==> config.mk <==
export PLATFORM = sky130hd
export DESIGN_NAME = layer_output_serializer_flat
export DESIGN_NICKNAME = d
export VERILOG_FILES = /design/src/rtl/layer_output_serializer_pkg.sv /design/src/rtl/layer_output_serializer_if.sv /design/src/rtl/layer_output_serializer_collect.sv /design/src/rtl/layer_output_serializer.sv /design/src/flat_wrapper.sv
export SDC_FILE = /design/constraint.sdc
export NUM_CORES = 1
export LEC_CHECK = 0
export CELL_PAD_IN_SITES_DETAIL_PLACEMENT = 0
export CELL_PAD_IN_SITES_GLOBAL_PLACEMENT = 1
export CORE_ASPECT_RATIO = 0.7
export CORE_MARGIN = 5
export CORE_UTILIZATION = 40
export CTS_BUF_LIST = sky130_fd_sc_hd__clkbuf_8
export CTS_CLUSTER_DIAMETER = 60
export DETAILED_ROUTE_END_ITERATION = 10
export GPL_TIMING_DRIVEN = 0
export PLACE_DENSITY = 0.7
export RECOVER_POWER = 100
export SLEW_MARGIN = 0
export SYNTH_ARGS = -nofsm -noshare
export SYNTH_HDL_FRONTEND = slang
export SYNTH_SLANG_ARGS = --single-unit
==> constraint.sdc <==
create_clock -name clk -period 4.4 [get_ports clk]
set_clock_uncertainty 0.05 [all_clocks]
set_input_delay 0.66 -clock clk [delete_from_list [all_inputs] [get_ports clk]]
set_output_delay 0.66 -clock clk [all_outputs]
set_load 0.005 [all_outputs]
==> src/rtl/layer_output_serializer_pkg.sv <==
// Shared definitions for the layer output serializer.
//   state_t   : FSM encoding (ST_IDLE waits for a full group, ST_SHIFT replays it)
//   idx_width : width of the lane index for a given lane count (at least 1 bit)
package mlp_pkg;

    typedef enum logic {
        ST_IDLE  = 1'b0,
        ST_SHIFT = 1'b1
    } state_t;

    function automatic int idx_width(input int nn);
        return (nn > 1) ? $clog2(nn) : 1;
    endfunction

endpackage

==> src/rtl/layer_output_serializer_if.sv <==
// Bus between a parallel neuron layer and the serializer, plus the serial
// output toward the next layer.
//   i_valid/i_data : per-lane result pulses, lane i at [i*dataWidth +: dataWidth]
//   i_clr_ovf      : clears the sticky overflow flag
//   o_valid/o_data : serial word stream, o_index = lane number, o_last on lane NN-1
//   busy/overflow  : status
//   fsm_state      : current FSM state, for observation only
// Handshake: valid-only, no ready. A lane result is taken on every rising edge
// where its i_valid bit is high; the receiver of o_data must take a word on
// every edge where o_valid is high.
interface layer_output_serializer_if
    import mlp_pkg::*;
#(
    parameter int NN        = 10,
    parameter int dataWidth = 16
);
    localparam int IDX_W = idx_width(NN);

    logic [NN-1:0]           i_valid;
    logic [NN*dataWidth-1:0] i_data;
    logic                    i_clr_ovf;
    logic                    o_valid;
    logic [dataWidth-1:0]    o_data;
    logic [IDX_W-1:0]        o_index;
    logic                    o_last;
    logic                    busy;
    logic                    overflow;
    state_t                  fsm_state;

    modport master (
        output i_valid, i_data, i_clr_ovf,
        input  o_valid, o_data, o_index, o_last, busy, overflow, fsm_state
    );

    modport slave (
        input  i_valid, i_data, i_clr_ovf,
        output o_valid, o_data, o_index, o_last, busy, overflow, fsm_state
    );

endinterface

==> src/rtl/layer_output_serializer_collect.sv <==
// Collect buffer: gathers one group of NN lane results arriving in any order.
//   lane_valid/lane_data : raw lane pulses and data
//   load                 : the group is handed to the shift buffer on this edge
//   complete             : every lane is present once this edge's lanes are counted
//   pending              : a full group is parked, waiting for the shifter
//   dup_hit / drop_hit   : a lane was overwritten / a lane was dropped while parked
//   coll_next            : buffer contents including lanes captured on this edge
module layer_output_serializer_collect #(
    parameter int NN        = 10,
    parameter int dataWidth = 16
) (
    input  logic                    clk,
    input  logic                    rst,
    input  logic [NN-1:0]           lane_valid,
    input  logic [NN*dataWidth-1:0] lane_data,
    input  logic                    load,
    output logic                    complete,
    output logic                    pending,
    output logic                    dup_hit,
    output logic                    drop_hit,
    output logic [NN*dataWidth-1:0] coll_next
);
    logic [NN-1:0]           got;
    logic [NN-1:0]           accept;
    logic [NN-1:0]           got_next;
    logic [NN*dataWidth-1:0] coll;
    logic                    pend;

    // A parked group is frozen: nothing new is accepted until it is loaded.
    assign accept   = lane_valid & {NN{~pend}};
    assign got_next = got | accept;
    assign complete = ~pend & (&got_next);
    assign dup_hit  = |(accept & got);
    assign drop_hit = pend & (|lane_valid);
    assign pending  = pend;

    always_comb begin
        coll_next = coll;
        for (int i = 0; i < NN; i++) begin
            if (accept[i]) begin
                coll_next[i*dataWidth +: dataWidth] = lane_data[i*dataWidth +: dataWidth];
            end
        end
    end

    always_ff @(posedge clk or negedge rst) begin
        if (!rst) begin
            got  <= '0;
            coll <= '0;
            pend <= 1'b0;
        end else begin
            coll <= coll_next;
            if (load) begin
                got  <= '0;
                pend <= 1'b0;
            end else if (complete) begin
                // got stays all ones so the parked group blocks new lanes.
                got  <= '1;
                pend <= 1'b1;
            end else begin
                got  <= got_next;
            end
        end
    end

endmodule

==> src/rtl/layer_output_serializer.sv <==
// Layer output serializer: turns a group of NN parallel neuron results into a
// serial word stream, one word per cycle, lane 0 first.
//   clk, rst : rising-edge clock, asynchronous active-low reset
//   bus      : lane inputs, serial output and status (slave side)
// A second group can complete while the first is shifting; it is loaded on
// the last beat so consecutive streams have no bubble.
module layer_output_serializer
    import mlp_pkg::*;
#(
    parameter int NN        = 10,
    parameter int dataWidth = 16
) (
    input  logic                     clk,
    input  logic                     rst,
    layer_output_serializer_if.slave bus
);
    localparam int IDX_W = idx_width(NN);
    localparam logic [IDX_W-1:0] LAST_IDX = IDX_W'(NN - 1);

    state_t                  state;
    state_t                  state_next;
    logic [IDX_W-1:0]        idx;
    logic [NN*dataWidth-1:0] sbuf;
    logic                    ovf;
    logic                    load;
    logic                    complete;
    logic                    pending;
    logic                    dup_hit;
    logic                    drop_hit;
    logic [NN*dataWidth-1:0] coll_next;

    layer_output_serializer_collect #(
        .NN        (NN),
        .dataWidth (dataWidth)
    ) u_collect (
        .clk        (clk),
        .rst        (rst),
        .lane_valid (bus.i_valid),
        .lane_data  (bus.i_data),
        .load       (load),
        .complete   (complete),
        .pending    (pending),
        .dup_hit    (dup_hit),
        .drop_hit   (drop_hit),
        .coll_next  (coll_next)
    );

    // State register plus the datapath registers it steers.
    always_ff @(posedge clk or negedge rst) begin
        if (!rst) begin
            state <= ST_IDLE;
            idx   <= '0;
            sbuf  <= '0;
            ovf   <= 1'b0;
        end else begin
            state <= state_next;
            if (load) begin
                // coll_next already holds lanes arriving on this same edge.
                sbuf <= coll_next;
                idx  <= '0;
            end else if (state_next == ST_IDLE) begin
                idx  <= '0;
            end else begin
                idx  <= idx + 1'b1;
            end
            // A new loss on the same edge as a clear keeps the flag set.
            if (dup_hit || drop_hit) begin
                ovf <= 1'b1;
            end else if (bus.i_clr_ovf) begin
                ovf <= 1'b0;
            end
        end
    end

    // Next state and the load decision.
    always_comb begin
        state_next = state;
        load       = 1'b0;
        case (state)
            ST_IDLE: begin
                if (complete) begin
                    load       = 1'b1;
                    state_next = ST_SHIFT;
                end
            end
            ST_SHIFT: begin
                if (idx == LAST_IDX) begin
                    if (pending || complete) begin
                        load = 1'b1;
                    end else begin
                        state_next = ST_IDLE;
                    end
                end
            end
            default: state_next = ST_IDLE;
        endcase
    end

    // Outputs are decoded from registers only.
    always_comb begin
        bus.o_valid   = (state == ST_SHIFT);
        bus.o_data    = '0;
        bus.o_index   = '0;
        bus.o_last    = 1'b0;
        if (state == ST_SHIFT) begin
            bus.o_data  = sbuf[idx*dataWidth +: dataWidth];
            bus.o_index = idx;
            bus.o_last  = (idx == LAST_IDX);
        end
        bus.busy      = (state == ST_SHIFT) | pending;
        bus.overflow  = ovf;
        bus.fsm_state = state;
    end

endmodule

==> src/flat_wrapper.sv <==
// flat-port wrapper written by rule: the top's interface ports become plain ports
module layer_output_serializer_flat import mlp_pkg::*;
#(
    parameter int NN        = 10,
    parameter int dataWidth = 16
)
  (clk, rst, bus_i_valid, bus_i_data, bus_i_clr_ovf, bus_o_valid, bus_o_data, bus_o_index, bus_o_last, bus_busy, bus_overflow, bus_fsm_state);
  layer_output_serializer_if #(.NN(NN), .dataWidth(dataWidth)) bus_i ();
  input  logic clk;
  input  logic rst;
  input wire logic [$bits(bus_i.i_valid)-1:0] bus_i_valid;
  input wire logic [$bits(bus_i.i_data)-1:0] bus_i_data;
  input wire logic [$bits(bus_i.i_clr_ovf)-1:0] bus_i_clr_ovf;
  output wire logic [$bits(bus_i.o_valid)-1:0] bus_o_valid;
  output wire logic [$bits(bus_i.o_data)-1:0] bus_o_data;
  output wire logic [$bits(bus_i.o_index)-1:0] bus_o_index;
  output wire logic [$bits(bus_i.o_last)-1:0] bus_o_last;
  output wire logic [$bits(bus_i.busy)-1:0] bus_busy;
  output wire logic [$bits(bus_i.overflow)-1:0] bus_overflow;
  output wire logic [$bits(bus_i.fsm_state)-1:0] bus_fsm_state;
  assign bus_i.i_valid = bus_i_valid;
  assign bus_i.i_data = bus_i_data;
  assign bus_i.i_clr_ovf = bus_i_clr_ovf;
  assign bus_o_valid = bus_i.o_valid;
  assign bus_o_data = bus_i.o_data;
  assign bus_o_index = bus_i.o_index;
  assign bus_o_last = bus_i.o_last;
  assign bus_busy = bus_i.busy;
  assign bus_overflow = bus_i.overflow;
  assign bus_fsm_state = bus_i.fsm_state;
  layer_output_serializer #(.NN(NN), .dataWidth(dataWidth)) u_core (.clk(clk), .rst(rst), .bus(bus_i));
endmodule
==> impl_metrics.csv, run 1 <==
group,metric,value,unit
yosys,synth_area_leader_cell,"dfrtp_1",
global_routing,grt_start_max_net_pins,121,
route,dr_total_vias,8117,
cells_and_area,final_cells,1637,
route,wl_per_cell,22.3,µm
sta,fin_tns_setup,0,ns
cells_and_area,final_util,50.4,%
power,irDropWorstVdd,0.260,mV
sta,post-route-period-util,95.4,%
yosys,synth_top_area_share,59.1,%
clocking,clock-sinks,337,
die,die-area,39600,µm²
setup_path,critPathCaptureType,"primary output",
yosys,ys_types,33,
status,violations,"max-capacitance violations, max-slew violations",
power,p_per_area,724,nW/µm²
setup_path,crit_fanout,10,
sta,fin_crit,4.20,ns
place,place.gp.congestion,0.781,
die,die_h,168,µm
run,drv_cap,1,
sta,relSlewSlack,-90.5,%
global_routing,grt_pass1_vias,9045,
setup_path,start_kind,"register",
yosys,synth_seq_cells,337,
cells_and_area,syn_to_final_growth,23.3,%
route,initialDrtViolationCount,493,
sta,maxClockFrequency,238,MHz
cells_and_area,layout_common_cells,"337 x dfrtp_1, 187 x mux2_1, 183 x clkdlybuf4s50_1",
global_routing,overflow,0,
status,status,"finished with violations",
yosys,synth-seq-area-share,59.1,%
global_routing,grt_pass1_wl,56000,µm
sta,whs,0.430,ns
setup_path,worst_ep_arrival_time,3.49,ns
sta,setup_violations,0,
yosys,synth_area_leaders,"dfrtp_1 59%, mux2_2 18%, mux2_4 9.5%, mux4_2 5.0%, mux2i_1 2.2%",
die,initial_core_util,40.9,%
min_path,hp-class,"reg -> reg",
die,pin_count,198,
clocking,cts.path.max_buffers,3,
sta,hold_viol,0,
sta,tightest_slew,2.86,ns
clocking,insertion_delay,0.60,ns
setup_path,cp_data_required_time,3.69,ns
route,ant_nets,0,
yosys,syn_area_per_cell,16.4,µm²
die,rows,57,
route,drc,0,
clocking,htreeDepth,2,
yosys,synth_nets,1044,
route,vias_per_cell,4.96,
yosys,synth_area,14300,µm²
die,core,34900,µm²
clocking,cts_setup_buffers,0,
die,die_w,236,µm
route,drtPass1Iterations,5,
place,hpwl,26300,µm
setup_path,crit_type,"reg -> out",
clocking,cts_tree,"yes",
sta,slew_viol_final,112,
clocking,clk_pin_slew,0.06,ns
cells_and_area,drive_above_1_share,22.4,%
sta,rsz0062_at_grt,"no",
yosys,synth_cells,869,
cells_and_area,fin_nets,1298,
place,port_buffers,197,
clocking,cts_buffers,53,
place,placed_cells_incl_taps,1540,
yosys,yosysWarnings,0,
cells_and_area,layout_commonest_cell,"dfrtp_1",
global_routing,track_usage,18.4,%
route,drt_wl_total,36600,µm
clocking,cts-root-buf,"clkbuf_8",
global_routing,antenna_found_initial,3,
power,p_leak,7.43,nW
-- kinds of logic after synthesis --
| family | synth area share (%) |
|---|---|
| compound gates | 1.70 |
| xor+xnor | 0.123 |
| fa+ha+maj | 0.175 |
| buf+inv | 2.49 |
| flops | 59.1 |
| mux | 34.9 |
| simple gates | 1.54 |
-- state kept, by name, indices dropped and copies added (netlist names) --
register                  flops
u_core.sbuf                 160
u_core.u_collect.coll       160
u_core.u_collect.got         10
u_core.idx                    4
u_core.bus.fsm_state          1
u_core.bus.overflow           1
u_core.u_collect.pending      1
-- where the power goes --
part | total [mW] | internal [mW] | leakage [nW] | switching (mW)
clock network | 2.76 | 1.52 | 0.646 | 1.24
logic | 4.65 | 2.51 | 2.87 | 2.14
registers | 5.34 | 4.69 | 3.91 | 0.651
-- metal layers --
metal / GRT usage (%) / up-vias / wire length (µm) / part of all wire (%)
met5: 0 / - / 0 / 0
met4: 3.48 / 0 / 391 / 1.1
met3: 3.94 / 41 / 1920 / 5.3
met2: 28.1 / 186 / 16400 / 45
met1: 27.4 / 4219 / 17900 / 49
li1: - / 3671 / - / -
-- cell type report --
cell class / instances / area (µm²)
Tap cell: 472 / 591
Sequential cell: 337 / 8430
Buffer: 51 / 219
Antenna cell: 1 / 2.50
Timing Repair Buffer: 199 / 2020
Clock inverter: 30 / 203
Fill cell: 3120 / 17300
Inverter: 12 / 45.0
Clock buffer: 66 / 908
Multi-Input combinational cell: 469 / 5180
-- worst paths after layout --
path | slack (ns) | start | cells after the start | endpoint
setup / recovery | 0.20 | u_core.idx[1] | 6 | bus_o_data[14]
hold / removal | 0.43 | u_core.u_collect.coll[151] | 1 | u_core.u_collect.coll[151]
setup reg to reg | 0.48 | u_core.idx[1] | 11 | u_core.sbuf[98]
hold reg to reg | 0.43 | u_core.u_collect.coll[151] | 1 | u_core.u_collect.coll[151]
max in group asynchronous | 1.72 | rst | 1 | u_core.sbuf[52]
min in group asynchronous | 0.94 | rst | 1 | u_core.u_collect.coll[9]
-- cell usage after synthesis --
cell       instances
buf_4              3
a21oi_1           10
nand4b_1           1
o2111ai_1          1
nand2b_1           4
or2_2              1
nor3b_1            1
buf_6             10
mux2i_1           32
o41ai_1            1
clkinv_1           1
mux4_2            32
dfrtp_1          337
o221ai_1           1
nand2_1           11
ha_1               2
a2111oi_0          1
buf_1              5
nand3b_1           4
mux2_4            90
clkbuf_1           7
o22ai_1           22
and2_1             4
nor2_1            10
o21ai_0            2
nor3_1             1
buf_2             26
or4_1              2
nor2b_1            3
a32o_1             1
mux2_2           230
xnor2_1            2
inv_1             11
-- through the flow --
stage | power (mW) | area, µm² | worst slack [ns]
after global placement | 10.7 | 16800 | -12.34
after global routing | 13.6 | 17600 | 0.0547
after detailed placement | 10.8 | 16900 | 0.588
final | 12.8 | 17600 | 0.201
after CTS | 13.6 | 18000 | 0.162
after floorplan | 8.78 | 14300 | 1.85
-- worst max-delay path, stage by stage (launching register included) --
cell and delay, ns:
dfrtp_1 0.35, clkbuf_1 0.50, clkbuf_1 0.77, mux4_2 0.46, mux2i_1 0.18, o22ai_1 0.10
clkdlybuf4s50_1 0.52
-- what timing repair did --
item,CTS,global route
hold buffers,0,0
resized for setup,2,0
setup endpoints to repair,2,0
Note: power is estimated with default switching activity, not from simulation.
==> run 2: changes to the inputs <==
--- a/config.mk
+++ b/config.mk
@@ -9,12 +9,12 @@
 export CELL_PAD_IN_SITES_GLOBAL_PLACEMENT = 1
 export CORE_ASPECT_RATIO = 0.7
 export CORE_MARGIN = 5
-export CORE_UTILIZATION = 40
+export CORE_UTILIZATION = 51
 export CTS_BUF_LIST = sky130_fd_sc_hd__clkbuf_8
 export CTS_CLUSTER_DIAMETER = 60
 export DETAILED_ROUTE_END_ITERATION = 10
 export GPL_TIMING_DRIVEN = 0
-export PLACE_DENSITY = 0.7
+export PLACE_DENSITY = 0.86
 export RECOVER_POWER = 100
 export SLEW_MARGIN = 0
 export SYNTH_ARGS = -nofsm -noshare
==> impl_metrics.csv, run 2 (synthesis results as in run 1) <==
group,metric,value,unit
sta,worst_slack,0.199,ns
die,pin_count,198,
cells_and_area,final_cells,1529,
run,drv_cap,1,
global_routing,grt_start_max_net_pins,120,
cells_and_area,design_area,17400,µm²
cells_and_area,fillerInstances,2186,
die,core,27700,µm²
power,irDropWorstVdd,0.277,mV
setup_path,worst_ep_arrival_time,3.49,ns
sta,tightest_slew,2.55,ns
sta,fin_tns_setup,0,ns
global_routing,grt_pass1_vias,8978,
setup_path,max_stage_delay,0.62,ns
cells_and_area,drive_above_1_share,21.5,%
route,vias_per_cell,5.36,
setup_path,crit_type,"reg -> out",
clocking,cts_buffers,51,
place,placed_cells_incl_taps,1439,
sta,rsz0062_at_grt,"no",
place,place.gp.congestion,0.822,
setup_path,slowest_stage,"dlygate4sd3_1",
setup_path,cp_data_required_time,3.69,ns
power,power,12.5,mW
sta,fin_crit,4.20,ns
sta,setup_violations,0,
clocking,clk_pin_slew,0.06,ns
sta,post-route-period-util,95.5,%
route,wl_per_cell,22.4,µm
cells_and_area,syn_to_final_growth,21.9,%
route,drt_wl_total,34300,µm
route,initialDrtViolationCount,387,
setup_path,critPathCaptureType,"primary output",
die,rows,51,
global_routing,antenna_found_initial,3,
cells_and_area,fin_nets,1296,
place,placed_cell_area,16800,µm²
setup_path,start_kind,"register",
status,violations,"max-capacitance violations, max-slew violations",
clocking,insertion_delay,0.57,ns
clocking,clock-sinks,337,
route,dr_total_vias,8191,
place,hpwl,24800,µm
clocking,cts-root-buf,"clkbuf_8",
cells_and_area,layout_commonest_cell,"dfrtp_1",
sta,slew_viol_final,101,
status,status,"finished with violations",
clocking,cts_tree,"yes",
clocking,htreeDepth,2,
cells_and_area,reg_top3,"u_core.sbuf (160), u_core.u_collect.coll (160), u_core.u_collect.got (10)",
cells_and_area,layout_common_cells,"337 x dfrtp_1, 189 x mux2_1, 177 x clkdlybuf4s50_1",
setup_path,crit_chain,"clkbuf_1 -> clkbuf_2 -> mux4_2 -> mux2i_1 -> o22ai_1 -> dlygate4sd3_1",
global_routing,track_usage,22.3,%
global_routing,grt_pass1_wl,53100,µm
sta,whs,0.425,ns
min_path,hp-class,"reg -> reg",
route,drc,0,
cells_and_area,final_util,62.8,%
route,ant_nets,0,
place,dp_slack,0.669,ns
die,die_w,210,µm
clocking,cts_resized,0,
sta,maxClockFrequency,238,MHz
clocking,cts_setup_buffers,0,
sta,relSlewSlack,-69.9,%
power,p_per_area,718,nW/µm²
route,drtPass1Iterations,4,
power,p_leak,7.37,nW
setup_path,crit_fanout,10,
die,die-area,31500,µm²
sta,hold_viol,0,
clocking,cts.path.max_buffers,3,
die,die_h,150,µm
die,initial_core_util,51.5,%
global_routing,overflow,0,
place,port_buffers,197,
clocking,ctsHoldBuffers,0,
run 2: worst max-delay path: cells and delay by family (launching register included):
kind                   cells  cell delay (ns)
buffers and inverters      3             1.63
AO/OA/AOI/OAI              1             0.16
multiplexers               2             0.77
flip-flops                 1             0.34
run 2: power by group:
part	leakage, nW	internal [mW]	switching (mW)
sequential	3.91	4.69	0.662
clock	0.583	1.36	1.17
combinational	2.88	2.52	2.11
run 2: metal layers:
metal	GRT usage, %	routed length, µm	vias up
met5	0	7	-
met4	5.51	539	2
met3	5.53	2220	39
met2	33.0	15300	206
met1	33.3	16300	4283
li1	-	-	3661
run 2: final cells by class:
class                           instances  area [µm²]  share of cell area (%)
Clock buffer                           64         881                    5.06
Clock inverter                         24         128                   0.733
Timing Repair Buffer                  199        2020                    11.6
Multi-Input combinational cell        469        5220                    30.0
Sequential cell                       337        8430                    48.5
Tap cell                              371         464                    2.67
Antenna cell                            2        5.00                  0.0288
Buffer                                 51         209                    1.20
Inverter                               12        45.0                   0.259
run 2: final timing paths:
path	from	to	slack (ns)	cells after the start
min in group asynchronous	rst	u_core.u_collect.coll[8]	0.82	1
worst max register to register	u_core.idx[1]	u_core.sbuf[121]	0.52	11
worst min register to register	u_core.u_collect.coll[157]	u_core.u_collect.coll[157]	0.43	1
worst max-delay path	u_core.idx[1]	bus_o_data[2]	0.20	6
max in group asynchronous	rst	u_core.sbuf[87]	1.93	2
worst min-delay path	u_core.u_collect.coll[157]	u_core.u_collect.coll[157]	0.43	1
